==> config.mk <==
export PLATFORM = sky130hd
export DESIGN_NAME = cordic_vectoring_iter
export DESIGN_NICKNAME = d
export VERILOG_FILES = /design/src/rtl/cordic_vectoring_iter.sv
export SDC_FILE = /design/constraint.sdc
export NUM_CORES = 1
export LEC_CHECK = 0
export CAP_MARGIN = 40
export CORE_MARGIN = 1
export CORE_UTILIZATION = 50
export DETAILED_ROUTE_END_ITERATION = 12
export PLACE_DENSITY = 0.81
export SLEW_MARGIN = 40
export SYNTH_ARGS = -nofsm -noshare
export SYNTH_HDL_FRONTEND = slang
export SYNTH_SLANG_ARGS = --single-unit
==> constraint.sdc <==
create_clock -name clk -period 15.4 [get_ports clk]
set_input_delay 3.08 -clock clk [delete_from_list [all_inputs] [get_ports clk]]
set_output_delay 3.08 -clock clk [all_outputs]
set_load 0.05 [all_outputs]
==> src/rtl/cordic_vectoring_iter.sv <==
// Iterative vectoring-mode CORDIC: one micro-rotation per clock, returning the
// K-scaled magnitude and atan2(y, x) in Q3.29 radians.
module cordic_vectoring_iter #(
  parameter int ITER = 16
) (
  input  logic               clk,
  input  logic               rst,
  input  logic               start,
  input  logic signed [31:0] x_in,
  input  logic signed [31:0] y_in,
  output logic               busy,
  output logic               done,
  output logic signed [31:0] mag,
  output logic signed [31:0] angle
);

  localparam logic signed [31:0] HALF_PI = 32'sh3243F6A9;
  localparam logic [4:0]         LAST    = 5'(ITER - 1);

  typedef enum logic {
    ST_IDLE,
    ST_ITER
  } state_t;

  state_t             state_q, state_d;
  logic signed [31:0] x_q, x_d;
  logic signed [31:0] y_q, y_d;
  logic signed [31:0] z_q, z_d;
  logic [4:0]         i_q, i_d;
  logic               done_q, done_d;
  logic signed [31:0] mag_q, mag_d;
  logic signed [31:0] angle_q, angle_d;

  logic signed [31:0] x_rot, y_rot, z_rot;
  logic signed [31:0] x_shift, y_shift, atan_i;

  // round(atan(2^-i) * 2^29); from i = 11 on the value is exactly 2^(29-i)
  function automatic logic signed [31:0] atan_lut(input logic [4:0] idx);
    logic signed [31:0] v;
    case (idx)
      5'd0:    v = 32'sh1921FB54;
      5'd1:    v = 32'sh0ED63383;
      5'd2:    v = 32'sh07D6DD7E;
      5'd3:    v = 32'sh03FAB753;
      5'd4:    v = 32'sh01FF55BB;
      5'd5:    v = 32'sh00FFEAAE;
      5'd6:    v = 32'sh007FFD55;
      5'd7:    v = 32'sh003FFFAB;
      5'd8:    v = 32'sh001FFFF5;
      5'd9:    v = 32'sh000FFFFF;
      5'd10:   v = 32'sh00080000;
      5'd11:   v = 32'sh00040000;
      5'd12:   v = 32'sh00020000;
      5'd13:   v = 32'sh00010000;
      5'd14:   v = 32'sh00008000;
      5'd15:   v = 32'sh00004000;
      5'd16:   v = 32'sh00002000;
      5'd17:   v = 32'sh00001000;
      5'd18:   v = 32'sh00000800;
      5'd19:   v = 32'sh00000400;
      5'd20:   v = 32'sh00000200;
      5'd21:   v = 32'sh00000100;
      5'd22:   v = 32'sh00000080;
      5'd23:   v = 32'sh00000040;
      5'd24:   v = 32'sh00000020;
      5'd25:   v = 32'sh00000010;
      5'd26:   v = 32'sh00000008;
      5'd27:   v = 32'sh00000004;
      default: v = 32'sh00000000;
    endcase
    return v;
  endfunction

  always_ff @(posedge clk) begin
    if (rst) begin
      state_q <= ST_IDLE;
      x_q     <= '0;
      y_q     <= '0;
      z_q     <= '0;
      i_q     <= '0;
      done_q  <= 1'b0;
      mag_q   <= '0;
      angle_q <= '0;
    end else begin
      state_q <= state_d;
      x_q     <= x_d;
      y_q     <= y_d;
      z_q     <= z_d;
      i_q     <= i_d;
      done_q  <= done_d;
      mag_q   <= mag_d;
      angle_q <= angle_d;
    end
  end

  always_comb begin
    x_shift = x_q >>> i_q;
    y_shift = y_q >>> i_q;
    atan_i  = atan_lut(i_q);
    // rotate toward y = 0; direction chosen by the sign of the current y
    if (y_q[31]) begin
      x_rot = x_q - y_shift;
      y_rot = y_q + x_shift;
      z_rot = z_q - atan_i;
    end else begin
      x_rot = x_q + y_shift;
      y_rot = y_q - x_shift;
      z_rot = z_q + atan_i;
    end
  end

  always_comb begin
    state_d = state_q;
    x_d     = x_q;
    y_d     = y_q;
    z_d     = z_q;
    i_d     = i_q;
    done_d  = 1'b0;
    mag_d   = mag_q;
    angle_d = angle_q;
    case (state_q)
      ST_IDLE: begin
        if (start) begin
          // left half-plane inputs are pre-rotated by +/-pi/2 into x >= 0
          if (!x_in[31]) begin
            x_d = x_in;
            y_d = y_in;
            z_d = '0;
          end else if (!y_in[31]) begin
            x_d = y_in;
            y_d = -x_in;
            z_d = HALF_PI;
          end else begin
            x_d = -y_in;
            y_d = x_in;
            z_d = -HALF_PI;
          end
          i_d     = '0;
          state_d = ST_ITER;
        end
      end
      ST_ITER: begin
        x_d = x_rot;
        y_d = y_rot;
        z_d = z_rot;
        i_d = i_q + 5'd1;
        if (i_q == LAST) begin
          state_d = ST_IDLE;
          done_d  = 1'b1;
          mag_d   = x_rot;
          angle_d = z_rot;
        end
      end
      default: state_d = ST_IDLE;
    endcase
  end

  assign busy  = (state_q == ST_ITER);
  assign done  = done_q;
  assign mag   = mag_q;
  assign angle = angle_q;

endmodule
Yosys cells after proc, flatten, opt, wreduce, memory -nomap -nowiden
Memory sizes are Yosys's and may differ from the RTL's. A register that Yosys moved wholly into a read port is not among the register bits.
Index checks and enable logic that the tools add are counted.
Operators by class
  $add $sub $neg: 9
  equality and inequality tests: 2
  shift operators: 2
  mux-type cells: 23
  bitwise operators: 1
  reduce and logical (&&, ||, !) cells: 2
Operator list (count)
  2-to-1 mux 32 bit: 12
  case mux 32 bit (2 select lines): 3
  adder 32 bit: 3
  subtractor 32 bit: 3
  negator 32 bit: 2
  >>> shifter 32 x 5 -> 32 bit: 2
  2-to-1 mux 5 bit: 3
  case mux 5 bit (2 select lines): 1
  adder 5 x 1 -> 5 bit (second input constant): 1
  equality test 5 x 4 -> 1 bit (second input constant): 1
  2-to-1 mux 1 bit: 3
  inequality test 2 bit (second input constant): 1
  case mux 1 bit (2 select lines): 1
  AND reduction 2 bit: 1
  OR reduction 2 bit: 1
  inverter 1 bit: 1
Storage, ports and cells
  flip-flop bits (word level): 167
  bits in read-only memories: 928
  input port bits: 67
  output and inout bits: 66
  word-level logic and storage cells: 48
  memories: 1
Memories
  (no name shown): words 32, bits a word 29, read ports 1, clocked after Yosys merged registers in 1, write ports 0, RTL line 40  | case (idx)

Depth between registers and ports, before layout
Gate-level depths: netlist of run 1.
  depth in word-level cells: 5
  gate-level depth with buffers: 27
  mapped depth without buffers: 21

Worst setup path before layout of run 1
OpenSTA, ideal clock, no wires.
  kind: register to register
  start point: reg i_q[2]
  end point: reg x_q[29]
  setup time: 0.137 ns
  arrival time: 5.332 ns
  required time: 15.263 ns
  slack: 9.931 ns
  cell stages (with the launch flop): 24
  path buffers: 4
  period minus slack after synthesis: 5.469 ns
  path through: dfxtp_1 -> buf_4 -> buf_4 -> buf_4 -> nor3_1 -> mux2i_1 -> mux2i_1 -> a2bb2oi_1 -> nand3_1 -> nor3b_4 -> and2_1 -> clkbuf_2 -> nor3b_1 -> o21ai_0 -> a21bo_2 -> ha_1 -> o21a_1 -> o21ai_0 -> nand2b_1 -> a2111oi_0 -> o31ai_1 -> a2111o_1 -> a31oi_1 -> a211oi_1
On the way
  longest elaborated chain between the ends: 4
  elaborated cells between the ends (all ways): 5
  those cells by class: add/sub: 2; shift: 1; mux: 2
RTL lines
  from (decl): RTL line 29  | logic [4:0] i_q, i_d;
  from (signal assigned): RTL line 89  | i_q <= i_d;
  >>> shifter 32 x 5 -> 32 bit (*): RTL line 98  | y_shift = y_q >>> i_q;
  adder 32 bit / subtractor 32 bit (equally long branches): RTL line 106, 102
  2-to-1 mux 32 bit (*): RTL line 101  | if (y_q[31]) begin
  case mux 32 bit (2 select lines) (*): RTL line 121  | case (state_q)
  to (signal assigned): RTL line 77  | x_q <= '0;
  to (signal assigned): RTL line 86  | x_q <= x_d;
  to (decl): RTL line 26  | logic signed [31:0] x_q, x_d;
Every way passes the cells marked *; elsewhere a longest branch is shown, timed or not.
A chain may end at the register's enable or synchronous reset.

Final worst setup path of run 1
  start point: reg i_q[1]
  end point: reg x_q[29]
The elaborated chain is that of the path after synthesis.

==> results of run 1 <==
[flip-flops by register name, indices dropped and copies added, names as in the netlist]
signal,cells
y_q,32
angle,32
x_q,32
mag,32
i_q,5
done,1
busy,1
z_q,32
atan_i,29
[critical path, delay by kind of cell (launching register included)]
family	cells	cell delay [ns]
fa+ha+maj	2	0.67
mux	2	0.88
simple gates	2	0.54
buf+inv	2	0.67
xor+xnor	1	0.17
compound gates	11	3.49
flops	1	0.82
[worst min-delay path by stage]
stage	start	endpoint	slack [ns]	cells after the start
2_1_floorplan	z_q[18]	z_q[18]	0.49	2
3_3_place_gp	angle[27]	angle[27]	0.45	2
3_5_place_dp	angle[16]	angle[16]	0.45	2
4_1_cts	angle[4]	angle[4]	0.46	2
5_1_grt	angle[5]	angle[5]	0.48	2
6_report	mag[28]	mag[28]	0.46	2
[cell type report]
cell class,count,area (µm²),area share (%)
clock buffer,19,452.9,1.969
sequential,196,3945,17.15
tap,532,665.6,2.893
timing repair buffer,167,1592,6.918
inverter,54,203.9,0.8864
multi-input combinational,2224,15990,69.51
clock inverter,13,156.4,0.6798
[logic make-up (layout without fill, tap and decap cells)]
family / after synthesis / after routing / synth area share, %
flops: 196 / 196 / 18.67
compound gates: 890 / 890 / 28.37
simple gates: 833 / 833 / 18.79
mux: 180 / 180 / 13.08
fa+ha+maj: 117 / 117 / 7.074
xor+xnor: 204 / 204 / 8.504
buf+inv: 239 / 253 / 5.502
[layer usage]
layer,track usage [%],vias up,share of wire (%)
met2,56.70,1163,43
li1,-,10030,-
met1,49.12,10550,41
met4,21.79,16,6.2
met3,10.74,278,10
met5,0,-,0.13
[cells in the final DEF, fill, tap and decap left out, types with 44 or more instances in the layout]
master	netlist	routed
o21ai_0	126	124
nand3_1	44	44
xor2_1	93	93
ha_1	114	114
inv_1	50	49
mux2i_1	79	78
a221oi_1	44	44
nor3_1	60	58
dfxtp_1	196	189
a21o_1	55	55
xnor2_1	111	111
a21oi_1	248	248
a211oi_1	123	118
nand2_1	214	213
clkdlybuf4s50_1	0	129
nor2_1	304	302
[report_power, final]
group | internal, mW | total, mW | switching, mW | leakage, nW
registers | 0.572 | 0.755 | 0.183 | 1.61
logic | 0.911 | 2.29 | 1.38 | 6.92
clock network | 0.241 | 0.488 | 0.247 | 0.299
total | 1.72 | 3.53 | 1.81 | 8.82
[through the flow]
| stage | hold slack, ns | setup WS, ns | cells | cell area (µm²) | total power, mW |
|---|---|---|---|---|---|
| floorplan | 0.4850 | 9.931 | 2659 | 21010 | 2.310 |
| global placement | 0.4465 | 8.010 | 3170 | 22310 | 2.908 |
| detailed placement | 0.4502 | 7.954 | 3173 | 22380 | 2.965 |
| CTS | 0.4618 | 7.939 | 3205 | 22990 | 3.461 |
| global route | 0.4823 | 7.403 | 3205 | 23010 | 3.732 |
| finish | 0.4580 | 7.944 | 3205 | 23010 | 3.533 |
==> results.tsv, run 1 <==
stage	metric	value	unit
logic_synthesis	Commonest cells post-synth	304 x nor2_1, 248 x a21oi_1, 214 x nand2_1, 196 x dfxtp_1, 126 x o21ai_0	
placement	IO buf count	132	
sta	RSZ-0062 raised after global routing	no	
logic_synthesis	Yosys top cell area share	18.67	%
route	WL/cell	25.48	µm
cts	clk root buf	clkbuf_16	
placement	routability cong.	1.023	
route	Routed WL	81660	µm
route	DRT Pass-1 Iters	6	
logic_synthesis	most used flip-flop cell after synthesis	dfxtp_1	
logic_synthesis	top post-synthesis cells by area	dfxtp_1 19%, ha_1 6.8%, a21oi_1 5.9%	
route	DR vias/cell	6.876	
sta	final worst-path cycle share	48.42	%
cts	clock tree buffer depth	2	
logic_synthesis	Post-Syn Area per Cell	7.902	µm²
logic_synthesis	FF+latch count, synth	196	
cts	total CTS buffers	17	
critical_path	Worst Setup End Kind	flop	
logic_synthesis	cell taking the most area after synthesis	dfxtp_1	
critical_path	Worst path max stage delay	0.82	ns
final_layout	Syn-to-layout area delta	9.498	%
final_layout	Antenna Cells	0	
sta	Setup violations, final	0	
power_and_ir_drop	Worst VDD drop	0.07134	mV
logic_synthesis	ys async rst share	0	%
global_routing	largest net degree at the start of global routing	76	
critical_path	Worst Setup EP	x_q[29]	
logic_synthesis	YS warnings	0	
critical_path	signal arrival time at the worst endpoint	7.78	ns
global_routing	initial antenna violation count	9	
global_routing	vias in the first global route	20470	
logic_synthesis	Post-Syn Instances	2659	
cts	CTS sink cnt	196	
floorplanning	initial cell density of the core	51.11	%
floorplanning	Die X	207.0	µm
logic_synthesis	cell with the most instances after synthesis	nor2_1	
floorplanning	Placeable Area	41110	µm²
critical_path	Reg2Reg Depth	20	
cts	Worst-path clk slew	0.08	ns
logic_synthesis	Post-synth EDFFs	0	
global_routing	total track usage	38.09	%
sta	Slew headroom	40.03	%
cts	CTS Hold Buffers Added	0	
critical_path	CP startpoint	i_q[1]	
cts	clock latency on the worst-skew pair	0.48	ns
sta	FMAX	134.1	MHz
critical_path	Max stage delay cell, worst path	dfxtp_4	
final_layout	Final Util	55.97	%
cts	post-CTS setup buffers	0	
critical_path	Worst EP required	15.72	ns
sta	Final min period	7.456	ns
critical_path	crit start category	flop	
final_layout	# fillers	3883	
final_layout	share of cells above drive strength 1	7.931	%
run_status	status	finished, final reports clean	
critical_path	R2R setup slack	7.94	ns
run	total of max-cap violations	0	
critical_path	CP Class	reg2reg	
cts	CTS tree	done	
min_path	HP Class	reg2reg	
critical_path	Max FO, Critical Path	68	
floorplanning	Rows	74	
route	Initial DRC Count	2347	
cts	H-tree depth	4	
sta	final hold violation count	0	
cts	PostCTS Resize Cnt	0	
route	antenna-violating nets left	0	
sta	Tightest Pin Transition	0.8942	ns
sta	total negative slack	0	ns
logic_synthesis	net count after synthesis	2843	
power_and_ir_drop	Pleak	8.825	nW
route	DRC violations left	0	
critical_path	reg-to-reg startpoint	i_q[1]	
critical_path	worst reg2reg path endpoint	x_q[29]	
final_layout	nets@finish	2844	
floorplanning	I/O pin total	133	
logic_synthesis	Cell variety after synth	100	
logic_synthesis	sequential area share after synthesis	18.67	%
route	Vias	22037	
global_routing	first-pass GRT wire length	123600	µm
floorplanning	die height	207.0	µm
sta	Clock Skew	0.02175	ns
sta	Slew Viols, Final	0	
global_routing	aggregate global routing overflow	0	
power_and_ir_drop	Cell Pwr Density	153.6	nW/µm²
critical_path	crit path cell chain	buf_6, mux4_1, mux2i_1, o22ai_1, a211oi_1, ha_1, inv_1, nor3_2, a21oi_1, xor2_1, ha_1, nand2_1, o21ai_0, o41ai_1, o211ai_1, a2111oi_1, o31ai_1, a2111o_1, a31oi_1, a211oi_1	
floorplanning	die area	42850	µm²
placement	DP HPWL	61630	µm
logic_synthesis	Mapped Area	21010	µm²
No activity file was read; power rests on OpenSTA's default activity.
==> inputs of run 2 (changes only) <==
==> constraint.sdc (replaced) <==
create_clock -name clk -period 7.2 [get_ports clk]
set_input_delay 1.44 -clock clk [delete_from_list [all_inputs] [get_ports clk]]
set_output_delay 1.44 -clock clk [all_outputs]
set_load 0.05 [all_outputs]
==> results.tsv, run 2 (synthesis results as in run 1) <==
stage	metric	value	unit
floorplanning	I/O pin total	133	
sta	RSZ-0062 raised after global routing	no	
sta	Clock Skew	0.01632	ns
floorplanning	die height	207.0	µm
route	Vias	22202	
sta	Setup violations, final	0	
cts	clock tree buffer depth	2	
sta	Final min period	6.589	ns
critical_path	Max FO, Critical Path	52	
run	total of max-cap violations	0	
critical_path	R2R setup slack	0.61	ns
sta	Slew Viols, Final	0	
floorplanning	die area	42850	µm²
power_and_ir_drop	sw power	3.800	mW
critical_path	Worst EP required	7.55	ns
cts	Worst-path clk slew	0.09	ns
floorplanning	Die X	207.0	µm
cts	CTS Hold Buffers Added	0	
critical_path	reg-to-reg startpoint	i_q[1]	
critical_path	CP Class	reg2reg	
cts	PostCTS Resize Cnt	0	
final_layout	most frequent cells in the layout	302 x nor2_1, 248 x a21oi_1, 213 x nand2_1, 189 x dfxtp_1, 129 x clkdlybuf4s50_1	
power_and_ir_drop	P_int	3.695	mW
sta	Slew headroom	39.82	%
cts	clk root buf	clkbuf_16	
cts	post-CTS setup buffers	0	
placement	placed cell area	22530	µm²
global_routing	total track usage	38.41	%
floorplanning	Placeable Area	41110	µm²
floorplanning	Rows	74	
min_path	hold depth	2	
final_layout	commonest non-fill, non-tap cell in the layout	nor2_1	
global_routing	vias in the first global route	20554	
cts	H-tree depth	4	
global_routing	aggregate global routing overflow	0	
power_and_ir_drop	switch share	50.70	%
placement	DP HPWL	63350	µm
route	antenna-violating nets left	0	
placement	IO buf count	132	
sta	final worst-path cycle share	91.51	%
route	DRC violations left	0	
critical_path	worst reg2reg path endpoint	x_q[29]	
sta	final hold violation count	0	
route	DR vias/cell	6.893	
min_path	Min-Delay Endpoint	mag[3]	
power_and_ir_drop	combinational share of power	64.2	%
global_routing	initial antenna violation count	6	
final_layout	final instance area	23170	µm²
final_layout	Syn-to-layout area delta	10.27	%
cts	CTS tree	done	
final_layout	share of cells above drive strength 1	8.482	%
cts	clock latency on the worst-skew pair	0.48	ns
route	WL/cell	25.65	µm
cts	total CTS buffers	17	
final_layout	nets@finish	2859	
power_and_ir_drop	Pleak	8.926	nW
sta	total negative slack	0	ns
floorplanning	initial cell density of the core	51.11	%
route	Initial DRC Count	2465	
power_and_ir_drop	Flop pwr share	21.9	%
min_path	HP Class	reg2reg	
global_routing	first-pass GRT wire length	124700	µm
critical_path	signal arrival time at the worst endpoint	6.94	ns
sta	FMAX	151.8	MHz
placement	routability cong.	1.052	
power_and_ir_drop	Worst VDD drop	0.1831	mV
global_routing	largest net degree at the start of global routing	114	
run_status	status	finished, final reports clean	
sta	Tightest Pin Transition	0.8988	ns
route	DRT Pass-1 Iters	6	
power_and_ir_drop	Clock Power Share	13.9	%
route	Routed WL	82630	µm
critical_path	crit start category	flop	
critical_path	Reg2Reg Depth	20	
final_layout	# fillers	3810	
cts	CTS sink cnt	196	
min_path	HP Start	mag[3]	
power_and_ir_drop	Cell Pwr Density	323.5	nW/µm²
critical_path	Worst Setup End Kind	flop	
run 2: cell count changes in the layout (fill, tap and decap cells not counted), sizes merged:
cell / previous run / this run
clkbuf: 19 / 20
bufinv: 1 / 0
buf: 38 / 53
clkinvlp: 1 / 0
diode: 0 / 1
clkinv: 6 / 7
run 2: metal layers:
metal	vias up	track usage (%)	part of all wire, %
li1	10067	-	-
met4	10	22.89	6.5
met5	-	0	0.080
met2	1305	56.90	42
met3	243	9.733	11
met1	10577	50.13	40
run 2: power by group through the flow:
stage          clock, mW  combinational (mW)  sequential (mW)
3_5_place_dp           0                4.65             1.63
2_1_floorplan          0                3.56             1.38
5_1_grt             1.07                5.21             1.63
4_1_cts             1.04                4.70             1.61
6_report            1.04                4.81             1.64
3_3_place_gp           0                4.57             1.63
run 2: layout make-up:
| class | instances | area, µm² | area share [%] |
|---|---|---|---|
| clock buffers | 20 | 478.0 | 2.063 |
| diodes | 1 | 2.502 | 0.01080 |
| flip-flops and latches | 196 | 3945 | 17.03 |
| inverters | 54 | 202.7 | 0.8748 |
| well taps | 532 | 665.6 | 2.873 |
| repair buffers | 182 | 1728 | 7.458 |
| multi-input cells | 2224 | 16000 | 69.05 |
| clock inverters | 12 | 150.1 | 0.6480 |
run 2: worst max-delay path, stage by stage (launching register included):
cell and delay [ns]:
dfxtp_4 0.82, mux4_1 0.68, mux2i_1 0.26, a21oi_1 0.26, a211oi_2 0.36, ha_1 0.28, inv_1 0.08, nor3_2 0.51
a21oi_1 0.16, xor2_1 0.18, ha_1 0.35, nand2_1 0.10, o21ai_0 0.13, o41ai_1 0.43, o211ai_1 0.26, a2111oi_0 0.52
buf_4 0.20, o31ai_1 0.12, a2111o_1 0.46, a31oi_1 0.20, a211oi_1 0.07
run 2: metrics by stage:
| stage | std cells | power, mW | util (%) | hold slack, ns | setup WS (ns) |
|---|---|---|---|---|---|
| 5_1_grt | 3220 | 7.916 | 56.36 | 0.4761 | 0.1247 |
| 2_1_floorplan | 2659 | 4.942 | - | 0.4850 | 1.731 |
| 3_5_place_dp | 3188 | 6.285 | 54.80 | 0.4496 | 0.8289 |
| 6_report | 3221 | 7.495 | 56.36 | 0.4604 | 0.6114 |
| 3_3_place_gp | 3188 | 6.198 | 54.69 | 0.4440 | 0.9214 |
| 4_1_cts | 3220 | 7.343 | 56.32 | 0.4632 | 0.7693 |
run 2: worst max path at each step:
stage,start,endpoint,slack (ns),depth (start not counted)
6_report,i_q[1],x_q[29],0.61,20
4_1_cts,i_q[1],x_q[29],0.77,20
2_1_floorplan,i_q[2],x_q[29],1.73,23
3_3_place_gp,i_q[1],x_q[29],0.92,23
3_5_place_dp,i_q[1],x_q[29],0.83,20
5_1_grt,i_q[1],x_q[29],0.12,20
